**src/rtl/psum_addr_gen.sv**
```systemverilog
// Multi-pass strided address generator for the PE partial-sum scratchpad.
// Optional bounds check on the configured window is enabled by PSUM_ADDR_GEN_BOUNDS_EN.
module psum_addr_gen #(
  parameter int unsigned ADDR_W = 8,
  parameter int unsigned LEN_W  = 8,
  parameter int unsigned PASS_W = 4,
  parameter int unsigned WR_LAT = 2
) (
  input  logic              clk,
  input  logic              rst,
  input  logic              start,
  input  logic              abort,
  input  logic [ADDR_W-1:0] cfg_base,
  input  logic [LEN_W-1:0]  cfg_len,
  input  logic [ADDR_W-1:0] cfg_stride,
  input  logic [PASS_W-1:0] cfg_passes,
  input  logic              step,
  output logic              rd_valid,
  output logic [ADDR_W-1:0] rd_addr,
  output logic              first_pass,
  output logic              last_pass,
  output logic              wr_valid,
  output logic [ADDR_W-1:0] wr_addr,
  output logic              busy,
  output logic              done,
  output logic              err
);

  typedef enum logic [1:0] {
    IDLE  = 2'd0,
    RUN   = 2'd1,
    DRAIN = 2'd2
  } state_t;

  state_t            state, state_nxt;
  logic [ADDR_W-1:0] base_q, base_nxt;
  logic [ADDR_W-1:0] stride_q, stride_nxt;
  logic [LEN_W-1:0]  len_q, len_nxt;
  logic [PASS_W-1:0] passes_q, passes_nxt;
  logic [ADDR_W-1:0] rd_addr_nxt;
  logic [LEN_W-1:0]  idx, idx_nxt;
  logic [PASS_W-1:0] pass, pass_nxt;
  logic              done_nxt;
  logic              push_c;
  logic              bounds_fail_c;
  logic              start_ok_c;

  logic [WR_LAT-1:0] pipe_valid, pipe_valid_nxt;
  logic [ADDR_W-1:0] pipe_addr     [WR_LAT];
  logic [ADDR_W-1:0] pipe_addr_nxt [WR_LAT];

  assign start_ok_c = (state == IDLE) && start && !abort;
  assign push_c     = (state == RUN) && step && !abort;
  assign wr_valid   = pipe_valid[WR_LAT-1];
  assign wr_addr    = pipe_addr[WR_LAT-1];

`ifdef PSUM_ADDR_GEN_BOUNDS_EN
  localparam int unsigned EXT_W = ADDR_W + LEN_W + 1;

  logic [LEN_W-1:0] len_m1_c;
  logic [EXT_W-1:0] end_c;

  // Last address of the window without wrap; refuse if it leaves the scratchpad.
  always_comb begin
    len_m1_c      = cfg_len - 1'b1;
    end_c         = EXT_W'(cfg_base) + EXT_W'(len_m1_c) * EXT_W'(cfg_stride);
    bounds_fail_c = (cfg_len != '0) && (cfg_passes != '0) &&
                    (end_c[EXT_W-1:ADDR_W] != '0);
  end

  // Sticky until reset or the next accepted start.
  always_ff @(posedge clk or posedge rst) begin
    if (rst) begin
      err <= 1'b0;
    end else if (start_ok_c) begin
      err <= bounds_fail_c;
    end
  end
`else
  assign bounds_fail_c = 1'b0;
  assign err           = 1'b0;
`endif

  // Write pipeline shifts every cycle; bubbles carry a zero address.
  always_comb begin
    pipe_valid_nxt = '0;
    for (int unsigned k = 0; k < WR_LAT; k++) begin
      pipe_addr_nxt[k] = '0;
    end
    pipe_valid_nxt[0] = push_c;
    pipe_addr_nxt[0]  = push_c ? rd_addr : '0;
    for (int unsigned k = 1; k < WR_LAT; k++) begin
      pipe_valid_nxt[k] = pipe_valid[k-1];
      pipe_addr_nxt[k]  = pipe_addr[k-1];
    end
    if (abort) begin
      pipe_valid_nxt = '0;
      for (int unsigned k = 0; k < WR_LAT; k++) begin
        pipe_addr_nxt[k] = '0;
      end
    end
  end

  // Next-state and datapath update.
  always_comb begin
    state_nxt   = state;
    base_nxt    = base_q;
    stride_nxt  = stride_q;
    len_nxt     = len_q;
    passes_nxt  = passes_q;
    rd_addr_nxt = rd_addr;
    idx_nxt     = idx;
    pass_nxt    = pass;
    done_nxt    = 1'b0;

    case (state)
      IDLE: begin
        if (start_ok_c && !bounds_fail_c) begin
          base_nxt    = cfg_base;
          stride_nxt  = cfg_stride;
          len_nxt     = cfg_len;
          passes_nxt  = cfg_passes;
          rd_addr_nxt = cfg_base;
          idx_nxt     = '0;
          pass_nxt    = '0;
          state_nxt   = ((cfg_len == '0) || (cfg_passes == '0)) ? DRAIN : RUN;
        end
      end
      RUN: begin
        if (step) begin
          if (idx == len_q - 1'b1) begin
            idx_nxt     = '0;
            rd_addr_nxt = base_q;
            if (pass == passes_q - 1'b1) begin
              state_nxt = DRAIN;
            end else begin
              pass_nxt = pass + 1'b1;
            end
          end else begin
            idx_nxt     = idx + 1'b1;
            rd_addr_nxt = rd_addr + stride_q;
          end
        end
      end
      DRAIN: begin
        if (pipe_valid_nxt == '0) begin
          done_nxt  = 1'b1;
          state_nxt = IDLE;
        end
      end
      default: state_nxt = IDLE;
    endcase

    if (abort) begin
      state_nxt   = IDLE;
      rd_addr_nxt = '0;
      idx_nxt     = '0;
      pass_nxt    = '0;
      done_nxt    = 1'b0;
    end
  end

  always_ff @(posedge clk or posedge rst) begin
    if (rst) begin
      state      <= IDLE;
      base_q     <= '0;
      stride_q   <= '0;
      len_q      <= '0;
      passes_q   <= '0;
      rd_addr    <= '0;
      idx        <= '0;
      pass       <= '0;
      done       <= 1'b0;
      rd_valid   <= 1'b0;
      busy       <= 1'b0;
      first_pass <= 1'b0;
      last_pass  <= 1'b0;
      pipe_valid <= '0;
      for (int unsigned k = 0; k < WR_LAT; k++) begin
        pipe_addr[k] <= '0;
      end
    end else begin
      state      <= state_nxt;
      base_q     <= base_nxt;
      stride_q   <= stride_nxt;
      len_q      <= len_nxt;
      passes_q   <= passes_nxt;
      rd_addr    <= rd_addr_nxt;
      idx        <= idx_nxt;
      pass       <= pass_nxt;
      done       <= done_nxt;
      rd_valid   <= (state_nxt == RUN);
      busy       <= (state_nxt != IDLE);
      first_pass <= (state_nxt == RUN) && (pass_nxt == '0);
      last_pass  <= (state_nxt == RUN) && (pass_nxt == passes_nxt - 1'b1);
      pipe_valid <= pipe_valid_nxt;
      pipe_addr  <= pipe_addr_nxt;
    end
  end

endmodule

```
**config.mk**
```make
export PLATFORM = sky130hd
export DESIGN_NAME = psum_addr_gen
export DESIGN_NICKNAME = d
export VERILOG_FILES = /design/src/rtl/psum_addr_gen.sv
export SDC_FILE = /design/constraint.sdc
export NUM_CORES = 1
export LEC_CHECK = 0
export CAP_MARGIN = 20
export CORE_ASPECT_RATIO = 1.5
export CORE_MARGIN = 5
export CORE_UTILIZATION = 35
export CTS_CLUSTER_DIAMETER = 80
export DETAILED_ROUTE_END_ITERATION = 7
export GPL_TIMING_DRIVEN = 0
export PLACE_DENSITY = 0.61
export RECOVER_POWER = 25
export SYNTH_ARGS = -nofsm -noshare
export SYNTH_HDL_FRONTEND = slang
export SYNTH_SLANG_ARGS = --single-unit
export TNS_END_PERCENT = 30
```
**constraint.sdc**
```tcl
create_clock -name clk -period 3.3 [get_ports clk]
set_clock_uncertainty 0.2 [all_clocks]
set_input_delay 0.66 -clock clk [delete_from_list [all_inputs] [get_ports clk]]
set_output_delay 0.66 -clock clk [all_outputs]
set_load 0.005 [all_outputs]
```
==> flow_summary_export.csv <==
group,metric,value,unit
detailed_routing,post_drt_via_cell_ratio,4.92,
detailed_routing,drc,0,
worst_setup_path,reg2reg_slack,170,ps
detailed_routing,dr_total_vias,3166,
worst_setup_path,worstPathMaxFanout,8,
yosys,avgSynthCellArea,9.21,µm²
clock_network,cts_tree,"built",
cells_and_area,antenna_cells,0,
worst_setup_path,slowest_stage,"or4_4",
grt,grt_pass1_vias,3138,
sta,drv_slew,74,
worst_setup_path,crit_chain,"inv_1 > ha_2 > nand2_1 > mux2i_1 > a211oi_1 > or4_1 > buf_2 > or4_4 > a21oi_4 > nand4_1 > a211oi_2",
worst_setup_path,slowest_delay,530,ps
power,powerDensity,511,nW/µm²
worst_hold_path,hold_depth,1,
yosys,syn-num-nets,470,
yosys,ys_types,52,
floorplanning,die_area,13400,µm²
yosys,muxShareOfSynthArea,2.85,%
yosys,ys_ff_latch,73,
worst_setup_path,required,3340,ps
yosys,synth_edf_count,0,
run,maxCapViolations,1,
worst_setup_path,r2r_start,"len_q[0]$_DFFE_PP0P_",
floorplanning,row_count,47,
place,dpl_cell_area,4670,µm²
floorplanning,core-area,11000,µm²
clock_network,clk_path_buf_depth,2,
yosys,synth_area,3910,µm²
worst_setup_path,r2r-end,"last_pass$_DFF_PP0_",
cells_and_area,final_common_cell,"nand2_1",
sta,min_period,3130,ps
yosys,synthArstFlopShare,100,%
grt,grt_overflow,0,
clock_network,ctsHtreeMaxLevel,3,
yosys,synth_top_area_share,46.8,%
clock_network,clk_latency,330,ps
detailed_routing,first_iter_violations,126,
clock_network,cts_root_buffer,"clkbuf_16",
power,p_leak,2.25,nW
status,status,"finished with violations",
worst_setup_path,path_class,"reg -> reg",
floorplanning,io_pins,56,
sta,finalHoldViolCount,0,
worst_hold_path,hold_path_end,"wr_addr[1]$_DFF_PP0_",
worst_hold_path,hp-class,"reg -> reg",
yosys,synthTopCellsByArea,"dfrtp_1 47%, nand2_1 8.8%, xnor2_1 4.0%",
cells_and_area,syn2layout_area_growth,27.0,%
sta,worst_slew_pin_slew,1830,ps
yosys,synth_compound_area_share,12.4,%
cells_and_area,mostFrequentLayoutCells,"92 x nand2_1, 72 x dfrtp_1, 54 x clkdlybuf4s50_1",
clock_network,path_clk_slew,60,ps
clock_network,post-cts-setup-buffer-count,0,
sta,fin_crit_sh,94.7,%
floorplanning,die_h,139,µm
place,routabilityCongestion,0.816,
yosys,synth_top_family_by_area,"simple AND/OR/NAND/NOR gates",
cells_and_area,postLayoutCellArea,4960,µm²
cells_and_area,drive_above_1_share,9.88,%
grt,grt.total_usage,14.8,%
cells_and_area,utilization,45.1,%
clock_network,cts_sinks,73,
floorplanning,chipWidth,96.3,µm
grt,grt_max_degree,74,
grt,antenna_found_initial,0,
place,pre_cts_slack,-519,ps
yosys,synthAdderAreaFrac,4.36,%
sta,timing.fmax,0.320,GHz
place,dp_hpwl,6.98,mm
place,portBuffers,54,
grt,grt_pass1_wl,15.4,mm
sta,relSlewSlack,-22.3,%
yosys,yosys.area.top_type,"dfrtp_1",
worst_setup_path,endpoint_kind,"flop",
worst_setup_path,crit_arrival,3170,ps
yosys,ys_seq_area_share,46.8,%
sta,fin_hold_ws,262,ps
floorplanning,start_util,35.5,%
detailed_routing,first_pass_iters,4,
cells_and_area,nets,537,
detailed_routing,routed_wl,9.39,mm
worst_hold_path,holdCritStartpoint,"pipe_addr[9]$_DFF_PP0_",
sta,fin_ws,174,ps
yosys,synth_xor_area_share,6.05,%
detailed_routing,drt-wirelength-per-cell,14.6,µm
power,peakVddDrop,0.228,mV
worst_setup_path,r2r_cells,11,
yosys,synth-simple-area-share,22.8,%
detailed_routing,ant_nets,0,
worst_setup_path,start_kind,"flop",
clock_network,cts_made_buffers,9,
yosys,ys.flop_type,"dfrtp_1",
status,violations,"capacitance limit, slew limit",
sta,setup_viol_count_final,0,
yosys,syn_inst,424,
yosys,ys_warn_count,0,
per-layer routing:
layer / GRT usage [%] / vias up / wire length [µm]
met1: 17.9 / 1523 / 3820
met5: 0 / - / 0
met4: 5.40 / 0 / 168
met3: 2.65 / 14 / 369
li1: - / 1570 / -
met2: 25.5 / 59 / 5030
power by group:
group          switching [mW]  leakage, nW  internal (mW)
combinational           0.290         1.15          0.250
clock                   0.368        0.139          0.584
sequential             0.0693        0.961          0.974
cell type report:
type	instances	area, µm²
fillers	1071	6040
multi-input cells	312	1920
flip-flops and latches	73	1830
repair buffers	56	551
clock buffers	11	233
well taps	147	184
plain buffers	27	144
clock inverters	5	56.3
inverters	12	46.3
cells in the mapped netlist (all sizes together) (3+ instances only):
cell type and count:
nor2b 12, and3 5, a22o 7, ha 12
nor2 21, o21ai 27, nor3 7, and2 11
nand3 7, xor2 9, o31ai 3, or2 5
xnor2 18, nand2b 6, a31oi 4, nor4 8
inv 12, mux2i 10, nand2 92, a21oi 14
clkbuf 14, nand4 4, dfrtp 73, a211oi 5
buf 13
worst max path at each step:
stage                    startpoint                  end
2_1_floorplan  len_q[0]$_DFFE_PP0P_  last_pass$_DFF_PP0_
3_3_place_gp                    rst  last_pass$_DFF_PP0_
3_5_place_dp                  start  last_pass$_DFF_PP0_
4_1_cts                       start  last_pass$_DFF_PP0_
5_1_grt        len_q[0]$_DFFE_PP0P_  last_pass$_DFF_PP0_
6_report       len_q[0]$_DFFE_PP0P_  last_pass$_DFF_PP0_
flip-flops by register name (all words and copies together), names as in the netlist:
register	cells
last_pass	1
len_q	8
pipe_valid	2
done	1
pass	4
rd_addr	8
idx	8
passes_q	4
rd_valid	1
pipe_addr	8
state	2
stride_q	8
first_pass	1
base_q	8
wr_addr	8
busy	1
kinds of logic (layout without fill, tap and decap cells):
family,Yosys count,after routing
AND/OR/NAND/NOR,186,186
AO/OA/AOI/OAI,74,74
flip-flops,73,73
buffers and inverters,39,111
XOR/XNOR,27,27
adder cells (fa/ha/maj),13,13
multiplexers,11,11
other,1,1
metrics by stage:
step	TNS [ps]	power (mW)	cells
5_1_grt	-5.59	2.67	643
3_5_place_dp	-913	1.60	627
4_1_cts	0	2.55	643
2_1_floorplan	0	1.41	424
6_report	0	2.54	643
3_3_place_gp	-45940	1.57	625
worst max-delay path: cells and delay by family (launching register included):
kind,cells,cell delay (ps)
adders and majority gates,1,220
and+or+nand+nor,4,1220
AOI/OAI and AO/OA,3,540
DFF,1,430
muxes,1,150
buffers and inverters,2,270
repair_timing:
action | in CTS | in global routing
setup endpoints to repair | 1 | 10
resized for setup | 1 | 12
hold buffers | 0 | 0
(Power assumes the default switching activity.)
